## src/rtl/pgm_ddram_arb.sv

```systemverilog
// rtl/pgm_ddram_arb.sv - three-way DDRAM read-port arbiter (sprite / bg / cpu)
//
// Purpose: shares one 64-bit DDRAM read port between the sprite line fetcher,
// the background tile fetcher and the 68K program-ROM path. One read is in
// flight at a time; the returned beat goes to the requester that issued it.
// A watchdog completes a transaction whose ddram_dout_ready never arrives.
//
// Optional feature: define PGM_ARB_RR_EN for round-robin arbitration;
// otherwise fixed priority sprite > bg > cpu.
//
// Ports:
//   clk, reset_n                  clock, asynchronous active-low reset
//   spr/bg/cpu_req, *_addr        level requests and 29-bit word addresses
//   spr/bg/cpu_valid              one-cycle return pulse, rdata valid with it
//   rdata                         registered returned data (0 on timeout)
//   timeout                       pulses with the valid of a timed-out read
//   active_id                     0 sprite, 1 bg, 2 cpu, 3 idle
//   ddram_rd, ddram_addr          read strobe and address to the bridge
//   ddram_busy                    bridge stall
//   ddram_dout, ddram_dout_ready  read data and its strobe
module pgm_ddram_arb #(
  parameter int TO_W = 10
) (
  input  logic        clk,
  input  logic        reset_n,
  input  logic        spr_req,
  input  logic        bg_req,
  input  logic        cpu_req,
  input  logic [28:0] spr_addr,
  input  logic [28:0] bg_addr,
  input  logic [28:0] cpu_addr,
  output logic        spr_valid,
  output logic        bg_valid,
  output logic        cpu_valid,
  output logic [63:0] rdata,
  output logic        timeout,
  output logic [1:0]  active_id,
  output logic        ddram_rd,
  output logic [28:0] ddram_addr,
  input  logic        ddram_busy,
  input  logic [63:0] ddram_dout,
  input  logic        ddram_dout_ready
);

  typedef enum logic [1:0] {ST_IDLE, ST_ISSUE, ST_WAIT} state_e;

  // Watchdog fires on the edge where the counter would reach all-ones,
  // i.e. after 2^TO_W-1 cycles spent in WAIT.
  localparam logic [TO_W-1:0] WD_LAST = {{(TO_W-1){1'b1}}, 1'b0};

  state_e            state_q;
  logic              rd_q;
  logic [28:0]       addr_q;
  logic [63:0]       rdata_q;
  logic [2:0]        valid_q;
  logic              timeout_q;
  logic [1:0]        id_q;
  logic [TO_W-1:0]   wd_q;

  logic [2:0]        req_vec;
  logic              grant_d;
  logic [1:0]        win_d;
  logic [28:0]       win_addr_d;

  assign req_vec = {cpu_req, bg_req, spr_req};

`ifdef PGM_ARB_RR_EN
  logic [1:0] rr_q;
  logic [1:0] c0, c1, c2;

  // Search order starts at the requester after the last winner.
  always_comb begin
    c0 = 2'd0;
    c1 = 2'd1;
    c2 = 2'd2;
    case (rr_q)
      2'd0:    begin c0 = 2'd1; c1 = 2'd2; c2 = 2'd0; end
      2'd1:    begin c0 = 2'd2; c1 = 2'd0; c2 = 2'd1; end
      default: begin c0 = 2'd0; c1 = 2'd1; c2 = 2'd2; end
    endcase
  end

  always_comb begin
    win_d = 2'd3;
    if (req_vec[c0])      win_d = c0;
    else if (req_vec[c1]) win_d = c1;
    else if (req_vec[c2]) win_d = c2;
  end
`else
  always_comb begin
    win_d = 2'd3;
    if (spr_req)      win_d = 2'd0;
    else if (bg_req)  win_d = 2'd1;
    else if (cpu_req) win_d = 2'd2;
  end
`endif

  always_comb begin
    grant_d = |req_vec;
    case (win_d)
      2'd0:    win_addr_d = spr_addr;
      2'd1:    win_addr_d = bg_addr;
      default: win_addr_d = cpu_addr;
    endcase
  end

  always_ff @(posedge clk or negedge reset_n) begin
    if (!reset_n) begin
      state_q   <= ST_IDLE;
      rd_q      <= 1'b0;
      addr_q    <= '0;
      rdata_q   <= '0;
      valid_q   <= 3'b000;
      timeout_q <= 1'b0;
      id_q      <= 2'd3;
      wd_q      <= '0;
`ifdef PGM_ARB_RR_EN
      rr_q      <= 2'd2;
`endif
    end else begin
      valid_q   <= 3'b000;
      timeout_q <= 1'b0;
      case (state_q)
        ST_IDLE: begin
          if (grant_d) begin
            rd_q    <= 1'b1;
            addr_q  <= win_addr_d;
            id_q    <= win_d;
            state_q <= ST_ISSUE;
`ifdef PGM_ARB_RR_EN
            rr_q    <= win_d;
`endif
          end
        end
        ST_ISSUE: begin
          if (!ddram_busy) begin
            rd_q    <= 1'b0;
            wd_q    <= '0;
            state_q <= ST_WAIT;
          end
        end
        ST_WAIT: begin
          // A beat arriving on the last watchdog cycle still wins.
          if (ddram_dout_ready) begin
            rdata_q <= ddram_dout;
            valid_q <= 3'b001 << id_q;
            id_q    <= 2'd3;
            state_q <= ST_IDLE;
          end else if (wd_q == WD_LAST) begin
            rdata_q   <= '0;
            valid_q   <= 3'b001 << id_q;
            timeout_q <= 1'b1;
            id_q      <= 2'd3;
            wd_q      <= wd_q + 1'b1;
            state_q   <= ST_IDLE;
          end else begin
            wd_q <= wd_q + 1'b1;
          end
        end
        default: state_q <= ST_IDLE;
      endcase
    end
  end

  assign spr_valid  = valid_q[0];
  assign bg_valid   = valid_q[1];
  assign cpu_valid  = valid_q[2];
  assign rdata      = rdata_q;
  assign timeout    = timeout_q;
  assign active_id  = id_q;
  assign ddram_rd   = rd_q;
  assign ddram_addr = addr_q;

endmodule

```

## config.mk

```make
export PLATFORM = sky130hd
export DESIGN_NAME = pgm_ddram_arb
export DESIGN_NICKNAME = d
export VERILOG_FILES = /design/src/rtl/pgm_ddram_arb.sv
export SDC_FILE = /design/constraint.sdc
export NUM_CORES = 1
export LEC_CHECK = 0
export BUFFER_PORTS_ARGS = -buffer_cell sky130_fd_sc_hd__clkbuf_2
export CAP_MARGIN = 10
export CORE_MARGIN = 4
export CORE_UTILIZATION = 48
export CTS_CLUSTER_DIAMETER = 40
export CTS_CLUSTER_SIZE = 24
export DETAILED_ROUTE_END_ITERATION = 8
export PLACE_DENSITY = 0.85
export REMOVE_ABC_BUFFERS = 1
export SYNTH_ARGS = -nofsm -noshare
export SYNTH_HDL_FRONTEND = slang
export SYNTH_SLANG_ARGS = --single-unit
```

## constraint.sdc

```tcl
create_clock -name clk -period 5.1 [get_ports clk]
set_clock_uncertainty 0.05 [all_clocks]
set_input_delay 0.51 -clock clk [delete_from_list [all_inputs] [get_ports clk]]
set_output_delay 0.51 -clock clk [all_outputs]
set_load 0.01 [all_outputs]
```

# Word level (Yosys, flattened, before mapping)
# Cells that the tools add are included.
# totals
elab_cells	58
in_bits	158
out_inout_bits	100
ff_bits	112
# classes
shifts	1
addsub	1
n_eq_ne	8
n_mux	27
reduce_logical	13
# op_table
operator	count
$mux W64	2
$pmux W29 S2	1
$mux W10	2
$pmux W10 S2	1
$mux W2	9
$reduce_and A3 Y1	4
$add A10 B1 Y10 const B	1
$eq A10 B10 Y1 const B	1
$mux W3	3
$reduce_bool A2 Y1	4
$mux W1	6
$ne A2 B2 Y1 const B	3
$pmux W2 S3	1
$eq A2 B1 Y1 const B	2
$logic_not A2 Y1	2
$pmux W2 S2	1
$reduce_and A2 Y1	2
$ne A3 B3 Y1 const B	1
$reduce_or A3 Y1	1
$shl A1 B2 Y3 const A	1
$eq A2 B2 Y1 const B	1
$pmux W1 S2	1

# Longest topological paths before layout
# Gate-level depths: netlist of run 1.
# depth
ltp_word	5
ltp_mapped	8
ltp_nobuf	6

# Worst setup path after synthesis of run 1
# Ideal clock, no wire load.
# synth_path
kind	input port to flip-flop
startpoint	input port spr_req
endpoint	register addr_q[20] (netlist: ddram_addr[20])
setup_slack_ps	3286
t_arrival_ps	1631
path_stages	7
path_cell_list	clkbuf_1 nor3_1 or3_2 clkbuf_1 clkbuf_1 nand2_1 o21ai_0
# synth_between
elab_chain_cells	3
# synth_rtl
item	line_no	text
from (decl)	26	input logic spr_req,
$mux W2	92	if (spr_req) win_d = 2'd0;
$eq A2 B1 Y1 or $logic_not A2 Y1 (tied branches)	100	case (win_d)
$pmux W29 S2	100	
to (signal assigned)	127	addr_q <= win_addr_d;
to (decl)	53	logic [28:0] addr_q;
# Parallel ways exist; a longest one is shown, timed or not.
# A chain may end at the register's enable or synchronous reset.

# Worst setup path after layout of run 1
# layout_path
startpoint	register state_q[1]
endpoint	register id_q[0] (netlist: active_id[0])
# layout_between
elab_chain_cells	3
# layout_rtl
item	line_no	text
from (decl)	51	state_e state_q;
from (signal assigned)	109	state_q <= ST_IDLE;
from (signal assigned)	129	state_q <= ST_ISSUE;
from (signal assigned)	139	state_q <= ST_WAIT;
$eq A2 B2 Y1 or $logic_not A2 Y1 (tied branches)	123	case (state_q)
$ne A3 B3 Y1 (no line), or another cell as far along	n/a	
$reduce_and A3 Y1 (no line)	n/a	
to (signal assigned)	128	id_q <= win_d;
to (decl)	57	logic [1:0] id_q;
# Parallel ways exist; a longest one is shown, timed or not.

==> impl_metrics.json, run 1 <==
{
  "vias": 4224,
  "rsz0062_at_grt": "no",
  "grt_use_total_pct": 22.66,
  "gr-usage-met2_pct": 37.57,
  "ys_async_sr_fraction_pct": 100.0,
  "cts_tree": "yes",
  "drt-total-wl_um": 13230,
  "hold_path_class": "in -> async",
  "grt_pass1_vias": 4142,
  "postCtsSetupBuffers": 0,
  "endpoint_kind": "flop",
  "gp_congestion": 0.8521,
  "clockBufferDepth": 2,
  "worstPathRequired_ps": 5320,
  "synth_cell_type_count": 36,
  "rr_worst_depth": 4,
  "synthTopCellsByArea": "dfrtp_1, a22o_1, mux2i_1, a21oi_1, o21ai_0",
  "vdd_ir_drop_max_mv": 0.2277,
  "grtUsageMet1_pct": 28.68,
  "numCtsBuffers": 9,
  "drv_cap": 0,
  "grt_max_degree": 68,
  "hold_viol_final": 0,
  "io_pins": 258,
  "synth_ff_type": "dfrtp_1",
  "dp_hpwl_um": 9957,
  "dieWidth_um": 108.2,
  "vias_per_cell": 5.267,
  "slew_viol_final": 0,
  "cts_num_sinks": 112,
  "period_minus_slack_ps": 2267,
  "htree_num_levels": 3,
  "tightest_slew_ps": 1170,
  "fin_nets": 824,
  "clk_latency_ps": 370,
  "register_area_um2": 2805,
  "globalRouteMet3Util_pct": 7.403,
  "ys_seq_area_share_pct": 58.26,
  "yosys.area.top_type": "dfrtp_1",
  "antenna_found_initial": 0,
  "portBuffers": 257,
  "die-area_um2": 11700,
  "start_util_pct": 49.26,
  "coreArea_um2": 9774,
  "crit_fanout": 65,
  "wire_per_inst_um": 16.49,
  "post-route-drc-count": 0,
  "power-per-cell-area_nw_per_um2": 517.4,
  "syn2layout_area_growth_pct": 31.42,
  "setup_tns_ps": 0,
  "rows": 36,
  "grt-busiest-layer": "met2",
  "num_antenna_cells": 0,
  "synthCells": 428,
  "cp.arrival_ps": 2490,
  "cts_root_buffer": "clkbuf_8",
  "setup_viol": 0,
  "synth-seq-cells": 112,
  "netlist_top_cells_count": "dfrtp_1, a22o_1, nor2_1",
  "syn_area_um2": 4815,
  "clk_pin_slew_ps": 100,
  "design_area_um2": 6327,
  "syn_avg_cell_area_um2": 11.25,
  "postRouteAntennaNets": 0,
  "fillers": 782,
  "grt_pass1_wl_um": 20620,
  "cts_resized": 0,
  "fmax_mhz": 441.1,
  "fin_crit_sh_pct": 44.45,
  "status": "completed",
  "power_leakage_nw": 3.349,
  "drive_gt1_share_pct": 42.60,
  "placed_area_um2": 6128,
  "hold_buffers": 0,
  "slew_headroom_pct": 22.02,
  "netlist.area_leader.share_pct": 57.17,
  "drtIter0Drc": 281,
  "start_kind": "flop",
  "multi_input_area_um2": 1823,
  "yosysWarningCount": 0,
  "crit_type": "reg -> reg",
  "synth-edff-count": 0,
  "synth_most_common_cell": "dfrtp_1",
  "dr.pass1.iters": 4,
  "overflow": 0,
  "die_y_um": 108.2
}
[layout by cell type (no fill, tap or decap), types with 4 or more instances in the layout]
cell type | netlist | final
a21oi_1 | 31 | 31
clkbuf_8 | 0 | 10
a22o_1 | 64 | 64
nor2_1 | 41 | 41
buf_4 | 1 | 5
inv_1 | 4 | 4
xnor2_1 | 5 | 5
clkbuf_2 | 0 | 256
nand2_1 | 38 | 38
o21ai_0 | 31 | 31
dfrtp_1 | 110 | 110
mux2i_1 | 30 | 30
[state kept, by name (all words and copies together) (netlist names)]
| signal | flops |
|---|---|
| active_id | 2 |
| ddram_addr | 29 |
| ddram_rd | 1 |
| rdata | 64 |
| state_q | 2 |
| timeout | 1 |
| valid_q | 3 |
| wd_q | 10 |
[layout make-up]
type | instances | share of cell area [%]
inverter | 4 | 0.2373
clock inverter | 4 | 0.8503
clock buffer | 12 | 2.294
tap | 133 | 2.630
multi-input combinational | 276 | 28.81
sequential | 112 | 44.33
timing repair buffer | 261 | 20.84
[metal layers]
metal / wire (um) / part of all wire [%]
met5: 0 / 0
met4: 216 / 1.6
met3: 1293 / 9.8
met2: 6481 / 49
met1: 5233 / 40
[power by group]
group / internal, W / switching, W
Sequential: 0.00126 / 0.000229
Clock: 0.000242 / 0.000283
Combinational: 0.000577 / 0.000686
Total: 0.00208 / 0.00120
[critical path, cell delays in order, from the launching register on]
cell	delay (ps)
dfrtp_1	540
and2b_2	250
and2_2	930
nor2_1	90
o311ai_0	310
[kinds of logic after synthesis]
group	after synthesis	share of synthesized area, %
flops	112	58.26
fa+ha+maj	2	0.5197
xor+xnor	8	1.455
simple gates	100	9.304
mux	30	6.237
buf+inv	40	4.132
compound gates	136	20.09
[through the flow]
step | hold WS, ps | instances | total power (W) | util (%) | setup slack, ps
2_1_floorplan | 164.4 | 392 | 0.002147 | - | 1573
3_3_place_gp | 411.2 | 786 | 0.002719 | 62.70 | 2712
3_5_place_dp | 421.4 | 786 | 0.002780 | 62.70 | 2579
4_1_cts | 133.0 | 802 | 0.003313 | 64.73 | 2822
5_1_grt | 154.8 | 802 | 0.003515 | 64.73 | 2628
6_report | 113.9 | 802 | 0.003274 | 64.73 | 2833
[final timing paths]
path	startpoint	endpoint	slack [ps]
min in group clk	ddram_dout[25]	rdata[25]$_DFFE_PN0P_	300
setup reg to reg	state_q[1]$_DFFE_PN0P_	active_id[0]$_DFFE_PN1P_	2830
hold / removal	reset_n	ddram_addr[12]$_DFFE_PN0P_	110
setup / recovery	state_q[1]$_DFFE_PN0P_	active_id[0]$_DFFE_PN1P_	2830
hold reg to reg	ddram_addr[28]$_DFFE_PN0P_	ddram_addr[28]$_DFFE_PN0P_	440
max in group asynchronous	reset_n	rdata[0]$_DFFE_PN0P_	3740
Note: power is estimated with default switching activity, not from simulation.
==> run 2, diff against run 1 <==
- CORE_UTILIZATION: 48 -> 45
- PLACE_DENSITY: 0.85 -> 0.8
- clock period: 5.1 -> 2.3 ns (I/O delays scaled with it)
==> impl_metrics.json, run 2 (synthesis results as in run 1) <==
{
  "fin_crit_sh_pct": 85.33,
  "period_minus_slack_ps": 1963,
  "vias": 4220,
  "worstPathRequired_ps": 2510,
  "clk_latency_ps": 360,
  "vdd_ir_drop_max_mv": 0.4846,
  "status": "completed",
  "post-route-drc-count": 0,
  "hold_buffers": 1,
  "power_leakage_nw": 3.398,
  "power-per-cell-area_nw_per_um2": 1128,
  "crit_fanout": 67,
  "cts_root_buffer": "clkbuf_8",
  "wire_per_inst_um": 16.28,
  "start_util_pct": 46.43,
  "fillers": 883,
  "grt_pass1_vias": 4256,
  "overflow": 0,
  "hold_viol_final": 0,
  "die-area_um2": 12420,
  "drt-total-wl_um": 13230,
  "setup_tns_ps": 0,
  "fin_util_pct": 61.91,
  "whs_path_depth": 2,
  "antenna_found_initial": 1,
  "gp_congestion": 0.8363,
  "vias_per_cell": 5.191,
  "cts_resized": 0,
  "htree_num_levels": 3,
  "rows": 37,
  "hold_path_class": "in -> reg",
  "numCtsBuffers": 9,
  "grt_max_degree": 68,
  "crit_path_max_incr_delay_ps": 450,
  "cts_tree": "yes",
  "final_cell_mix": "clkbuf_2, dfrtp_1, a22o_1, nor2_1, nand2_1",
  "layout_commonest_cell": "clkbuf_2",
  "rsz0062_at_grt": "no",
  "tightest_slew_ps": 838.8,
  "grt_use_total_pct": 21.34,
  "io_pins": 258,
  "endpoint_kind": "flop",
  "clockBufferDepth": 2,
  "fin_nets": 831,
  "slew_viol_final": 0,
  "slew_headroom_pct": 44.08,
  "fmax_mhz": 509.5,
  "cp_cell_sequence": "inv_1, ha_1, nand4_1, nor3_1, o21ai_4, buf_12, a22o_1",
  "postCtsSetupBuffers": 0,
  "setup_viol": 0,
  "dr.pass1.iters": 4,
  "crit_type": "reg -> reg",
  "slowest_stage": "dfrtp_1",
  "start_kind": "flop",
  "clk_pin_slew_ps": 110,
  "drv_cap": 0,
  "grt_pass1_wl_um": 21650,
  "portBuffers": 257,
  "rr_worst_depth": 7,
  "die_y_um": 111.4,
  "cp.arrival_ps": 2170,
  "dp_hpwl_um": 9981,
  "syn2layout_area_growth_pct": 33.34,
  "drive_gt1_share_pct": 43.05,
  "largest_reg_flops": 64,
  "coreArea_um2": 10370,
  "postRouteAntennaNets": 0,
  "cts_num_sinks": 112,
  "dieWidth_um": 111.4,
  "drtIter0Drc": 257
}
run 2: cell type report:
class                           instances  area, um^2  area share, %
Antenna cell                            1       2.502        0.03898
Clock buffer                           10       137.6          2.144
Clock inverter                          6       50.05         0.7796
Inverter                                4       15.01         0.2339
Multi-Input combinational cell        276        1823          28.40
Sequential cell                       112        2805          43.70
Tap cell                              136       170.2          2.651
Timing Repair Buffer                  268        1416          22.06
run 2: path summary, 6_finish.rpt:
path	start	endpoint	slack, ps
worst max-delay path	wd_q[0]$_DFFE_PN0P_	rdata[54]$_DFFE_PN0P_	340
worst min register to register	ddram_addr[5]$_DFFE_PN0P_	ddram_addr[5]$_DFFE_PN0P_	440
min in group asynchronous	reset_n	ddram_addr[25]$_DFFE_PN0P_	260
worst min-delay path	ddram_dout[25]	rdata[25]$_DFFE_PN0P_	30
worst max register to register	wd_q[0]$_DFFE_PN0P_	rdata[54]$_DFFE_PN0P_	340
max in group asynchronous	reset_n	rdata[43]$_DFFE_PN0P_	1310
run 2: critical path, delay by kind of cell, from the launching register on:
family	cells	cell delay (ps)
and+or+nand+nor	2	540
DFF	1	450
AOI/OAI and AO/OA	2	360
buffers and inverters	2	290
adders and majority gates	1	140
run 2: where the power goes:
| part | total, W | switching, W | internal [W] | leakage [nW] |
|---|---|---|---|---|
| Sequential | 0.00330 | 0.000516 | 0.00278 | 1.42 |
| Combinational | 0.00282 | 0.00151 | 0.00131 | 1.88 |
| Clock | 0.00112 | 0.000678 | 0.000440 | 0.0952 |
| Total | 0.00724 | 0.00271 | 0.00454 | 3.40 |
run 2: through the flow:
| step | area [um^2] | hold WS [ps] | power [W] | instances | setup slack (ps) |
|---|---|---|---|---|---|
| after CTS | 6397 | 1.403 | 0.007349 | 810 | 337.1 |
| after global placement | 6200 | 96.79 | 0.006080 | 793 | 403.9 |
| after global routing | 6420 | 1.557 | 0.007803 | 813 | 202.8 |
| final | 6420 | 27.70 | 0.007244 | 813 | 337.4 |
| after detailed placement | 6200 | 102.2 | 0.006200 | 793 | 354.9 |
| after floorplan | 4631 | -115.6 | 0.004762 | 392 | -1227 |
run 2: per-layer routing:
layer | global-route usage (%) | share of wire [%] | vias to the layer above
met2 | 35.71 | 48 | 214
met3 | 5.054 | 8.3 | 21
met4 | 8.678 | 2.8 | 0
met1 | 26.76 | 40 | 1968
li1 | - | - | 2017
met5 | 0 | 0 | -
